[src/rtl/isa_dma_arbiter_if.sv]
// Bus-side signal bundle between the DMA/PIO arbiter and its neighbours.
// slave = the arbiter itself, master = register file / PIO / bus interface side.
interface isa_dma_arbiter_if #(
  parameter int CNT_W = 16
);
  logic [3:0]       drq;
  logic             cnt_load;
  logic [1:0]       cnt_ch;
  logic [CNT_W-1:0] cnt_value;
  logic             cnt_dir;
  logic [3:0]       done_clr;
  logic             pio_req;
  logic             pio_grant;
  logic [3:0]       dack;
  logic             aen;
  logic             iow;
  logic             ior;
  logic             data_load;
  logic             data_read;
  logic             tc;
  logic             xfer_done;
  logic [1:0]       xfer_ch;
  logic [3:0]       armed;
  logic [3:0]       done;

  modport slave (
    input  drq, cnt_load, cnt_ch, cnt_value, cnt_dir, done_clr, pio_req,
    output pio_grant, dack, aen, iow, ior, data_load, data_read, tc,
           xfer_done, xfer_ch, armed, done
  );

  modport master (
    output drq, cnt_load, cnt_ch, cnt_value, cnt_dir, done_clr, pio_req,
    input  pio_grant, dack, aen, iow, ior, data_load, data_read, tc,
           xfer_done, xfer_ch, armed, done
  );
endinterface

[src/rtl/isa_dma_arbiter.sv]
// Shares the ISA bus between PIO and four 8237-style single-transfer DMA channels.
// Round-robin DMA arbitration with PIO/DMA alternation; every output decodes registered state.
module isa_dma_arbiter #(
  parameter int SYNC_STAGES = 2,
  parameter int SETUP_CYC   = 2,
  parameter int STROBE_CYC  = 6,
  parameter int HOLD_CYC    = 2,
  parameter int CNT_W       = 16
) (
  input  logic            clk,
  input  logic            reset,
  isa_dma_arbiter_if.slave bus
);
  localparam logic [2:0] ST_IDLE   = 3'd0;
  localparam logic [2:0] ST_PIO    = 3'd1;
  localparam logic [2:0] ST_SETUP  = 3'd2;
  localparam logic [2:0] ST_STROBE = 3'd3;
  localparam logic [2:0] ST_HOLD   = 3'd4;
  localparam int PH_W = 8;

  logic [2:0]       r_state;
  logic [1:0]       r_ch;
  logic [1:0]       r_rr;
  logic [PH_W-1:0]  r_phase;
  logic             r_dir_lat;
  logic             r_tc_lat;
  logic             r_last_dma;
  logic [3:0]       r_sync [SYNC_STAGES];
  logic [CNT_W-1:0] r_count [4];
  logic [3:0]       r_dir;
  logic [3:0]       r_armed;
  logic [3:0]       r_done;

  logic [3:0] w_elig;
  logic       w_any;
  logic [1:0] w_pick;
  logic       w_setup_end;
  logic       w_strobe_end;
  logic       w_hold_end;
  logic       w_dma_bus;
  logic [3:0] w_load;
  logic [3:0] w_done_set;

  assign w_elig       = r_sync[SYNC_STAGES-1] & r_armed;
  assign w_setup_end  = (r_state == ST_SETUP)  && (r_phase == PH_W'(SETUP_CYC - 1));
  assign w_strobe_end = (r_state == ST_STROBE) && (r_phase == PH_W'(STROBE_CYC - 1));
  assign w_hold_end   = (r_state == ST_HOLD)   && (r_phase == PH_W'(HOLD_CYC - 1));
  assign w_dma_bus    = (r_state == ST_SETUP) || (r_state == ST_STROBE) || (r_state == ST_HOLD);

  // Scan downwards so the smallest offset from the pointer is the last (winning) assignment.
  always_comb begin
    w_any  = 1'b0;
    w_pick = r_rr;
    for (int i = 3; i >= 0; i--) begin
      if (w_elig[r_rr + 2'(i)]) begin
        w_any  = 1'b1;
        w_pick = r_rr + 2'(i);
      end
    end
  end

  always_comb begin
    for (int c = 0; c < 4; c++) begin
      w_load[c]     = bus.cnt_load && (bus.cnt_ch == 2'(c));
      w_done_set[c] = w_hold_end && (r_ch == 2'(c)) && (r_count[c] == '0) && !w_load[c];
    end
  end

  always_ff @(posedge clk) begin
    if (reset) begin
      r_state    <= ST_IDLE;
      r_ch       <= 2'd0;
      r_rr       <= 2'd0;
      r_phase    <= '0;
      r_dir_lat  <= 1'b0;
      r_tc_lat   <= 1'b0;
      r_last_dma <= 1'b0;
      r_dir      <= '0;
      r_armed    <= '0;
      r_done     <= '0;
      for (int s = 0; s < SYNC_STAGES; s++) r_sync[s] <= '0;
      for (int c = 0; c < 4; c++) r_count[c] <= '0;
    end else begin
      r_sync[0] <= bus.drq;
      for (int s = 1; s < SYNC_STAGES; s++) r_sync[s] <= r_sync[s-1];

      case (r_state)
        ST_IDLE: begin
          if (w_any && !(bus.pio_req && r_last_dma)) begin
            r_state    <= ST_SETUP;
            r_ch       <= w_pick;
            r_dir_lat  <= r_dir[w_pick];
            r_tc_lat   <= (r_count[w_pick] == '0);
            r_phase    <= '0;
            r_last_dma <= 1'b1;
          end else if (bus.pio_req) begin
            r_state    <= ST_PIO;
            r_last_dma <= 1'b0;
          end
        end
        ST_PIO: begin
          if (!bus.pio_req) r_state <= ST_IDLE;
        end
        ST_SETUP: begin
          r_phase <= w_setup_end ? '0 : r_phase + 1'b1;
          if (w_setup_end) r_state <= ST_STROBE;
        end
        ST_STROBE: begin
          r_phase <= w_strobe_end ? '0 : r_phase + 1'b1;
          if (w_strobe_end) r_state <= ST_HOLD;
        end
        ST_HOLD: begin
          r_phase <= w_hold_end ? '0 : r_phase + 1'b1;
          if (w_hold_end) begin
            r_state <= ST_IDLE;
            r_rr    <= r_ch + 2'd1;
          end
        end
        default: r_state <= ST_IDLE;
      endcase

      // A fresh load on the channel in service overrides the end-of-transfer update.
      for (int c = 0; c < 4; c++) begin
        if (w_load[c]) begin
          r_count[c] <= bus.cnt_value;
          r_dir[c]   <= bus.cnt_dir;
          r_armed[c] <= 1'b1;
        end else if (w_hold_end && (r_ch == 2'(c))) begin
          if (r_count[c] == '0) r_armed[c] <= 1'b0;
          else                  r_count[c] <= r_count[c] - 1'b1;
        end
        r_done[c] <= w_done_set[c] | (r_done[c] & ~bus.done_clr[c]);
      end
    end
  end

  assign bus.pio_grant = (r_state == ST_PIO);
  assign bus.aen       = w_dma_bus;
  assign bus.dack      = w_dma_bus ? (4'b0001 << r_ch) : 4'b0000;
  assign bus.iow       = (r_state == ST_STROBE) && r_dir_lat;
  assign bus.ior       = (r_state == ST_STROBE) && !r_dir_lat;
  assign bus.tc        = (r_state == ST_STROBE) && r_tc_lat;
  assign bus.data_load = (r_state == ST_SETUP) && (r_phase == '0) && r_dir_lat;
  assign bus.data_read = w_strobe_end && !r_dir_lat;
  assign bus.xfer_done = w_hold_end;
  assign bus.xfer_ch   = r_ch;
  assign bus.armed     = r_armed;
  assign bus.done      = r_done;
endmodule
[src/flat_wrapper.sv]
// flat-port wrapper written by rule: the top's interface ports become plain ports
module isa_dma_arbiter_flat 
#(
  parameter int SYNC_STAGES = 2,
  parameter int SETUP_CYC   = 2,
  parameter int STROBE_CYC  = 6,
  parameter int HOLD_CYC    = 2,
  parameter int CNT_W       = 16
)
  (clk, reset, bus_drq, bus_cnt_load, bus_cnt_ch, bus_cnt_value, bus_cnt_dir, bus_done_clr, bus_pio_req, bus_pio_grant, bus_dack, bus_aen, bus_iow, bus_ior, bus_data_load, bus_data_read, bus_tc, bus_xfer_done, bus_xfer_ch, bus_armed, bus_done);
  isa_dma_arbiter_if #(.CNT_W(CNT_W)) bus_i ();
  input  logic clk;
  input  logic reset;
  input wire logic [$bits(bus_i.drq)-1:0] bus_drq;
  input wire logic [$bits(bus_i.cnt_load)-1:0] bus_cnt_load;
  input wire logic [$bits(bus_i.cnt_ch)-1:0] bus_cnt_ch;
  input wire logic [$bits(bus_i.cnt_value)-1:0] bus_cnt_value;
  input wire logic [$bits(bus_i.cnt_dir)-1:0] bus_cnt_dir;
  input wire logic [$bits(bus_i.done_clr)-1:0] bus_done_clr;
  input wire logic [$bits(bus_i.pio_req)-1:0] bus_pio_req;
  output wire logic [$bits(bus_i.pio_grant)-1:0] bus_pio_grant;
  output wire logic [$bits(bus_i.dack)-1:0] bus_dack;
  output wire logic [$bits(bus_i.aen)-1:0] bus_aen;
  output wire logic [$bits(bus_i.iow)-1:0] bus_iow;
  output wire logic [$bits(bus_i.ior)-1:0] bus_ior;
  output wire logic [$bits(bus_i.data_load)-1:0] bus_data_load;
  output wire logic [$bits(bus_i.data_read)-1:0] bus_data_read;
  output wire logic [$bits(bus_i.tc)-1:0] bus_tc;
  output wire logic [$bits(bus_i.xfer_done)-1:0] bus_xfer_done;
  output wire logic [$bits(bus_i.xfer_ch)-1:0] bus_xfer_ch;
  output wire logic [$bits(bus_i.armed)-1:0] bus_armed;
  output wire logic [$bits(bus_i.done)-1:0] bus_done;
  assign bus_i.drq = bus_drq;
  assign bus_i.cnt_load = bus_cnt_load;
  assign bus_i.cnt_ch = bus_cnt_ch;
  assign bus_i.cnt_value = bus_cnt_value;
  assign bus_i.cnt_dir = bus_cnt_dir;
  assign bus_i.done_clr = bus_done_clr;
  assign bus_i.pio_req = bus_pio_req;
  assign bus_pio_grant = bus_i.pio_grant;
  assign bus_dack = bus_i.dack;
  assign bus_aen = bus_i.aen;
  assign bus_iow = bus_i.iow;
  assign bus_ior = bus_i.ior;
  assign bus_data_load = bus_i.data_load;
  assign bus_data_read = bus_i.data_read;
  assign bus_tc = bus_i.tc;
  assign bus_xfer_done = bus_i.xfer_done;
  assign bus_xfer_ch = bus_i.xfer_ch;
  assign bus_armed = bus_i.armed;
  assign bus_done = bus_i.done;
  isa_dma_arbiter #(.SYNC_STAGES(SYNC_STAGES), .SETUP_CYC(SETUP_CYC), .STROBE_CYC(STROBE_CYC), .HOLD_CYC(HOLD_CYC), .CNT_W(CNT_W)) u_core (.clk(clk), .reset(reset), .bus(bus_i));
endmodule
[config.mk]
export PLATFORM = sky130hd
export DESIGN_NAME = isa_dma_arbiter_flat
export DESIGN_NICKNAME = d
export VERILOG_FILES = /design/src/rtl/isa_dma_arbiter_if.sv /design/src/rtl/isa_dma_arbiter.sv /design/src/flat_wrapper.sv
export SDC_FILE = /design/constraint.sdc
export NUM_CORES = 1
export LEC_CHECK = 0
export ABC_AREA = 1
export CORE_MARGIN = 5
export CORE_UTILIZATION = 35
export CTS_BUF_LIST = sky130_fd_sc_hd__clkbuf_16
export DETAILED_ROUTE_END_ITERATION = 7
export SYNTH_ARGS = -nofsm -noshare
export SYNTH_HDL_FRONTEND = slang
export SYNTH_SLANG_ARGS = --single-unit
[constraint.sdc]
create_clock -name clk -period 5.69 [get_ports clk]
set_clock_uncertainty 0.2 [all_clocks]
set_input_delay 1.138 -clock clk [delete_from_list [all_inputs] [get_ports clk]]
set_output_delay 1.138 -clock clk [all_outputs]
set_load 0.05 [all_outputs]
# --- Word-level counts from Yosys, hierarchy flattened ---
# Memories as Yosys holds them, arrays and structs flattened.
# Index checks and enable logic that the tools add are counted.
word_totals:
  wordCells: 227
  output_inout_bits: 22
  register_bits: 30
  latch_bits: 0
  mem_bits_rw: 72
  n_memories: 2
  mem_bits_ro: 0
memory_table:
  columns: ["memory", "words", "word_bits", "read_ports", "rd_ports_with_merged_regs", "wr", "line_no", "rtl"]
  rows:
  - ["u_core.r_count", 4, 16, 5, 0, 4, "isa_dma_arbiter.sv:29", "logic [CNT_W-1:0] r_count [4];"]
  - ["u_core.r_sync", 2, 4, 2, 0, 2, "isa_dma_arbiter.sv:28", "logic [3:0] r_sync [SYNC_STAGES];"]
op_classes:
  div_mod_pow: 0
  muxes: 90
  n_addsub: 9
  n_lt_le_gt_ge: 5
  n_mul: 0
  n_reduce_logical: 63
  n_bitwise: 23
  shifts: 1
  eq_ne: 18
ops:
  columns: ["cell", "count"]
  rows:
  - ["16-bit 2-to-1 mux", 8]
  - ["16-bit logical NOT", 5]
  - ["16-bit by 1-bit subtractor with 16-bit output (second input constant)", 4]
  - ["1-bit 2-to-1 mux", 58]
  - ["8-bit 2-to-1 mux", 4]
  - ["8-bit one-hot mux with 4 select lines", 1]
  - ["1-bit logical AND", 27]
  - ["3-bit 2-to-1 mux", 6]
  - ["2-bit nonzero test", 9]
  - ["2-bit AND reduction", 8]
  - ["2-bit by 3-bit less-than comparator with 1-bit output (second input constant)", 5]
  - ["3-bit one-hot mux with 5 select lines", 1]
  - ["1-bit bitwise OR", 14]
  - ["4-bit 2-to-1 mux", 3]
  - ["1-bit binary-select mux with 2-bit select", 5]
  - ["8-bit by 1-bit adder with 8-bit output (second input constant)", 1]
  - ["2-bit == test (second input constant)", 4]
  - ["8-bit by 1-bit == test with 1-bit output (second input constant)", 1]
  - ["8-bit by 3-bit == test with 1-bit output (second input constant)", 1]
  - ["8-bit logical NOT", 1]
  - ["2-bit 2-to-1 mux", 4]
  - ["2-bit by 1-bit != test with 1-bit output (second input constant)", 4]
  - ["3-bit by 2-bit == test with 1-bit output (second input constant)", 2]
  - ["1-bit logical NOT", 6]
  - ["16 further kinds", 27]

# --- Longest topological paths before layout ---
depth:
  word_depth: 10
  mapped_depth: 15
  ltp_nobuf: 15

# --- Worst setup path after synthesis ---
# No wires, ideal clock.
synth_timing:
  path_kind: "reg-to-output"
  startpoint: "register u_core.r_state[0]"
  endpoint: "output port bus_data_read"
  stages_incl_launch_ff: 5
  setup_slack_ns: 2.314
  t_arrival_ns: 2.038
  required_ns: 4.352
  cell_sequence: "dfxtp_1 > inv_1 > nor3_2 > inv_1 > nor3_1"
synth_via:
  elab_chain_len: 3
synth_lines:
  columns: ["item", "line_no", "rtl"]
  rows:
  - ["start: declaration", "isa_dma_arbiter.sv:21", "logic [2:0] r_state;"]
  - ["start signal: assignment", "isa_dma_arbiter.sv:71", "r_state <= ST_IDLE;"]
  - ["start signal: assignment", "isa_dma_arbiter.sv:90", "r_state <= ST_SETUP;"]
  - ["start signal: assignment", "isa_dma_arbiter.sv:97", "r_state <= ST_PIO;"]
  - ["3-bit by 2-bit == test with 1-bit output", "isa_dma_arbiter.sv:46", "assign w_strobe_end = (r_state == ST_STROBE) && (r_phase == PH_W'(STROBE_CYC - 1));"]
  - ["1-bit logical AND", "isa_dma_arbiter.sv:46", null]
  - ["1-bit logical AND", "isa_dma_arbiter.sv:144", "assign bus.data_read = w_strobe_end && !r_dir_lat;"]
  - ["end: declaration", "flat_wrapper.sv:27", "output wire logic [$bits(bus_i.data_read)-1:0] bus_data_read;"]
# Every way passes these cells.

# --- Worst setup path in the final report ---
layout_timing:
  startpoint: "register u_core.r_state[0]"
  endpoint: "output port bus_dack[1]"
layout_via:
  elab_chain_len: 4
layout_lines:
  columns: ["item", "line_no", "rtl"]
  rows:
  - ["3-bit by 2-bit == test with 1-bit output", "isa_dma_arbiter.sv:48", "assign w_dma_bus = (r_state == ST_SETUP) || (r_state == ST_STROBE) || (r_state == ST_HOLD);"]
  - ["1-bit logical OR", "isa_dma_arbiter.sv:48", null]
  - ["1-bit logical OR *", "isa_dma_arbiter.sv:48", null]
  - ["4-bit 2-to-1 mux *", "isa_dma_arbiter.sv:139", "assign bus.dack = w_dma_bus ? (4'b0001 << r_ch) : 4'b0000;"]
  - ["end: declaration", "flat_wrapper.sv:22", "output wire logic [$bits(bus_i.dack)-1:0] bus_dack;"]
# Mark *: on every way between the ends. The rest lies on a longest branch, timed or not.

==> reports/metrics.csv <==
stage;metric;value;unit
clock_network;cts_buffers;9;
critical_path;crit_arrival;2.72;ns
clock_network;cts.sinks;102;
floorplan;die_h;144.3;um
floorplan;coreArea;17840;sq um
critical_path;r2r_cells;7;
layout;fin_util;41.21;%
sta;fin_setup_tns;0;ns
layout;areaGrowthSynthToFinish;16.54;%
global_routing;grt-ovfl-total;0;
sta;rsz0062_at_grt;false;
place;hpwl;11880;um
sta;slew_headroom;39.47;%
floorplan;num_io_pins;53;
layout;seqCellArea;2683;sq um
detailed_routing;dr_total_vias;5319;
logic_synthesis;synth_area;6309;sq um
sta;maxSlewViolCount;0;
hold_path;hp-start;u_core.r_sync[0][2];
hold_path;hold_end;u_core.r_sync[0][6];
critical_path;r2r_end;u_core.r_count[2][7];
critical_path;cp_max_fo;8;
sta;tightest_slew;0.9010;ns
detailed_routing;firstDrtPassIters;5;
logic_synthesis;synthTopCellsByCount;inv_1 (142), nand2_1 (114), nor2_1 (82);
logic_synthesis;ys_async_sr_fraction;0;%
logic_synthesis;synth_fp_nets;842;
clock_network;cts_tree;yes;
logic_synthesis;ys_top_cells_by_area;edfxtp_1 (30%), dfxtp_1 (12%), inv_1 (8.4%);
place;numPortBuffers;52;
pwr;peakVddDrop;0.1566;mV
clock_network;clk_latency;0.35;ns
run;max_cap_violations;0;
layout;multi_input_area;2970;sq um
detailed_routing;drcViolationCount;0;
logic_synthesis;synthFlopType;edfxtp_1;
clock_network;htree_levels;3;
sta;finalCritPeriodShare;71.32;%
critical_path;reg2reg_from;u_core.r_count[2][0];
place;place_ws;1.734;ns
floorplan;fp.dieArea;20810;sq um
clock_network;root_buffer;clkbuf_16;
layout;antenna_cells;0;
floorplan;dieWidth;144.3;um
clock_network;cts_resized;0;
clock_network;cts_setup_buffers;0;
logic_synthesis;yosysMostFrequentCell;inv_1;
clock_network;cts-hold-fix-buffers;0;
layout;final_nets;892;
detailed_routing;avgViaCountPerCell;4.925;
logic_synthesis;synth-seq-cells;102;
logic_synthesis;synth_top_area_share;30.46;%
layout;drive_gt1_share;8.578;%
logic_synthesis;syn_avg_cell_area;7.925;sq um
critical_path;rrSetupSlack;2.66;ns
global_routing;antenna_found_initial;0;
logic_synthesis;synth_edf_count;64;
global_routing;grt_first_pass_wirelength;25650;um
global_routing;grt_pass1_vias;4911;
layout;nFillCells;1794;
sta;finalHoldViolCount;0;
hold_path;min_path_type;reg2reg;
logic_synthesis;synthCells;796;
run_status;status;complete, no violations;
critical_path;critPathKind;reg2out;
clock_network;path_clk_slew;0.07;ns
clock_network;cts_max_path_buffers;2;
floorplan;num_rows;49;
critical_path;end_kind;primary output;
hold_path;whs_path_depth;2;
sta;fin_crit;4.058;ns
critical_path;crit_start;u_core.r_state[0];
detailed_routing;drtAntennaViolNets;0;
critical_path;cp.required;4.35;ns
global_routing;grt_max_degree;30;
detailed_routing;wire_per_inst;15.07;um
floorplan;start_util;35.36;%
sta;fin_ws;1.632;ns
pwr;power_leakage;3.096;nW
detailed_routing;drt_iter0_drc;411;
logic_synthesis;synth_area_leader_cell;edfxtp_1;
logic_synthesis;ys_types;48;
pwr;powerDensity;246.8;nW/um^2
logic_synthesis;yosysWarnings;0;
detailed_routing;finalWirelength;16280;um
sta;max_clock_freq;246.4;MHz
logic_synthesis;ys_seq_area_share;42.52;%
place;gp_congestion;0.8502;
global_routing;track_usage;15.97;%
critical_path;startpoint_type;flip-flop;
sta;final-setup-viol-count;0;
[cell families (layout without fill, tap and decap cells)]
family	count (synthesis)	after routing	synth area share (%)
flops	102	102	42.52
fa+ha+maj	15	15	2.975
buf+inv	167	222	10.39
xor+xnor	45	45	6.248
simple gates	324	324	24.34
compound gates	143	143	13.53
[stage by stage]
stage / hold slack, ns / cell area (sq um) / cells / power (W)
floorplan: 0.1883 / 6309 / 796 / 0.001100
global placement: 0.1926 / 7053 / 1064 / 0.001204
detailed placement: 0.1948 / 7053 / 1064 / 0.001205
CTS: 0.2048 / 7352 / 1080 / 0.001825
global route: 0.2256 / 7352 / 1080 / 0.001895
finish: 0.2029 / 7352 / 1080 / 0.001814
[registers in the layout, indices dropped and copies added (netlist names), 2 cells and up]
signal and flops:
u_core.r_count 64, u_core.r_dir 4, u_core.r_state 3, u_core.r_phase 8
u_core.bus.xfer_ch 2, u_core.bus.armed 4, u_core.bus.done 4, u_core.r_sync 8
u_core.r_rr 2
[worst max path at each step]
stage | depth (start not counted) | end | slack, ns
final | 7 | bus_dack[1] | 1.63
after CTS | 7 | bus_dack[3] | 1.62
after global routing | 7 | bus_dack[1] | 1.43
after detailed placement | 8 | u_core.r_count[0][10] | 1.73
after floorplan | 4 | bus_data_read | 2.31
after global placement | 6 | u_core.r_count[1][3] | 1.77
[placed cells by master (no fill, tap or decap), types with 2 or more instances in the layout]
cell             netlist  routed
o211a_1                2       2
nor4_1                 7       7
dfxtp_1               38      38
a31o_2                 3       3
edfxtp_1              64      64
xnor2_1               20      20
nand3_1               50      50
clkbuf_16              0      11
o22ai_1               38      38
a21oi_2                6       6
nand3_2                2       2
inv_1                142     145
nor2_1                82      82
nor2_4                 3       3
nand3_4                2       2
nor3_1                20      20
nor2_2                 7       7
buf_4                  1       3
ha_1                  15      15
o21ai_1               12      12
nand3b_1               4       4
nand2_1              114     114
inv_2                  6       6
nand4_1                9       9
o31ai_1                2       2
clkdlybuf4s50_1        0      52
clkinv_2               1       2
nand2_2               14      14
nor3_2                 5       5
xor2_1                25      25
a21oi_1               21      21
o21ai_0               52      52
[power by group]
part | switching [W] | internal [W]
clock network | 0.000280 | 0.000345
logic | 0.000211 | 0.000109
registers | 0.0000382 | 0.000830
total | 0.000530 | 0.00128
[layer usage]
layer	part of all wire (%)	routed length [um]	vias to the layer above	GRT usage (%)
li1	-	-	2733	-
met1	48	7812	2437	22.51
met2	44	7215	129	24.69
met3	5.3	866	20	2.414
met4	2.4	385	0	6.235
met5	0	0	-	0
[critical path: stages (launching register included)]
cell	delay, ns
dfxtp_1	0.39
inv_1	0.13
nor3_2	0.34
inv_1	0.23
nand3_1	0.28
nand2_1	0.12
inv_1	0.07
clkdlybuf4s50_1	0.80
[layout make-up]
type / count / share of cell area (%)
clock buffers: 11 / 3.744
clock inverters: 5 / 0.3233
inverters: 151 / 7.760
multi-input cells: 527 / 40.40
flip-flops and latches: 102 / 36.49
well taps: 229 / 3.897
repair buffers: 55 / 7.386
Note: power is estimated with default switching activity, not from simulation.
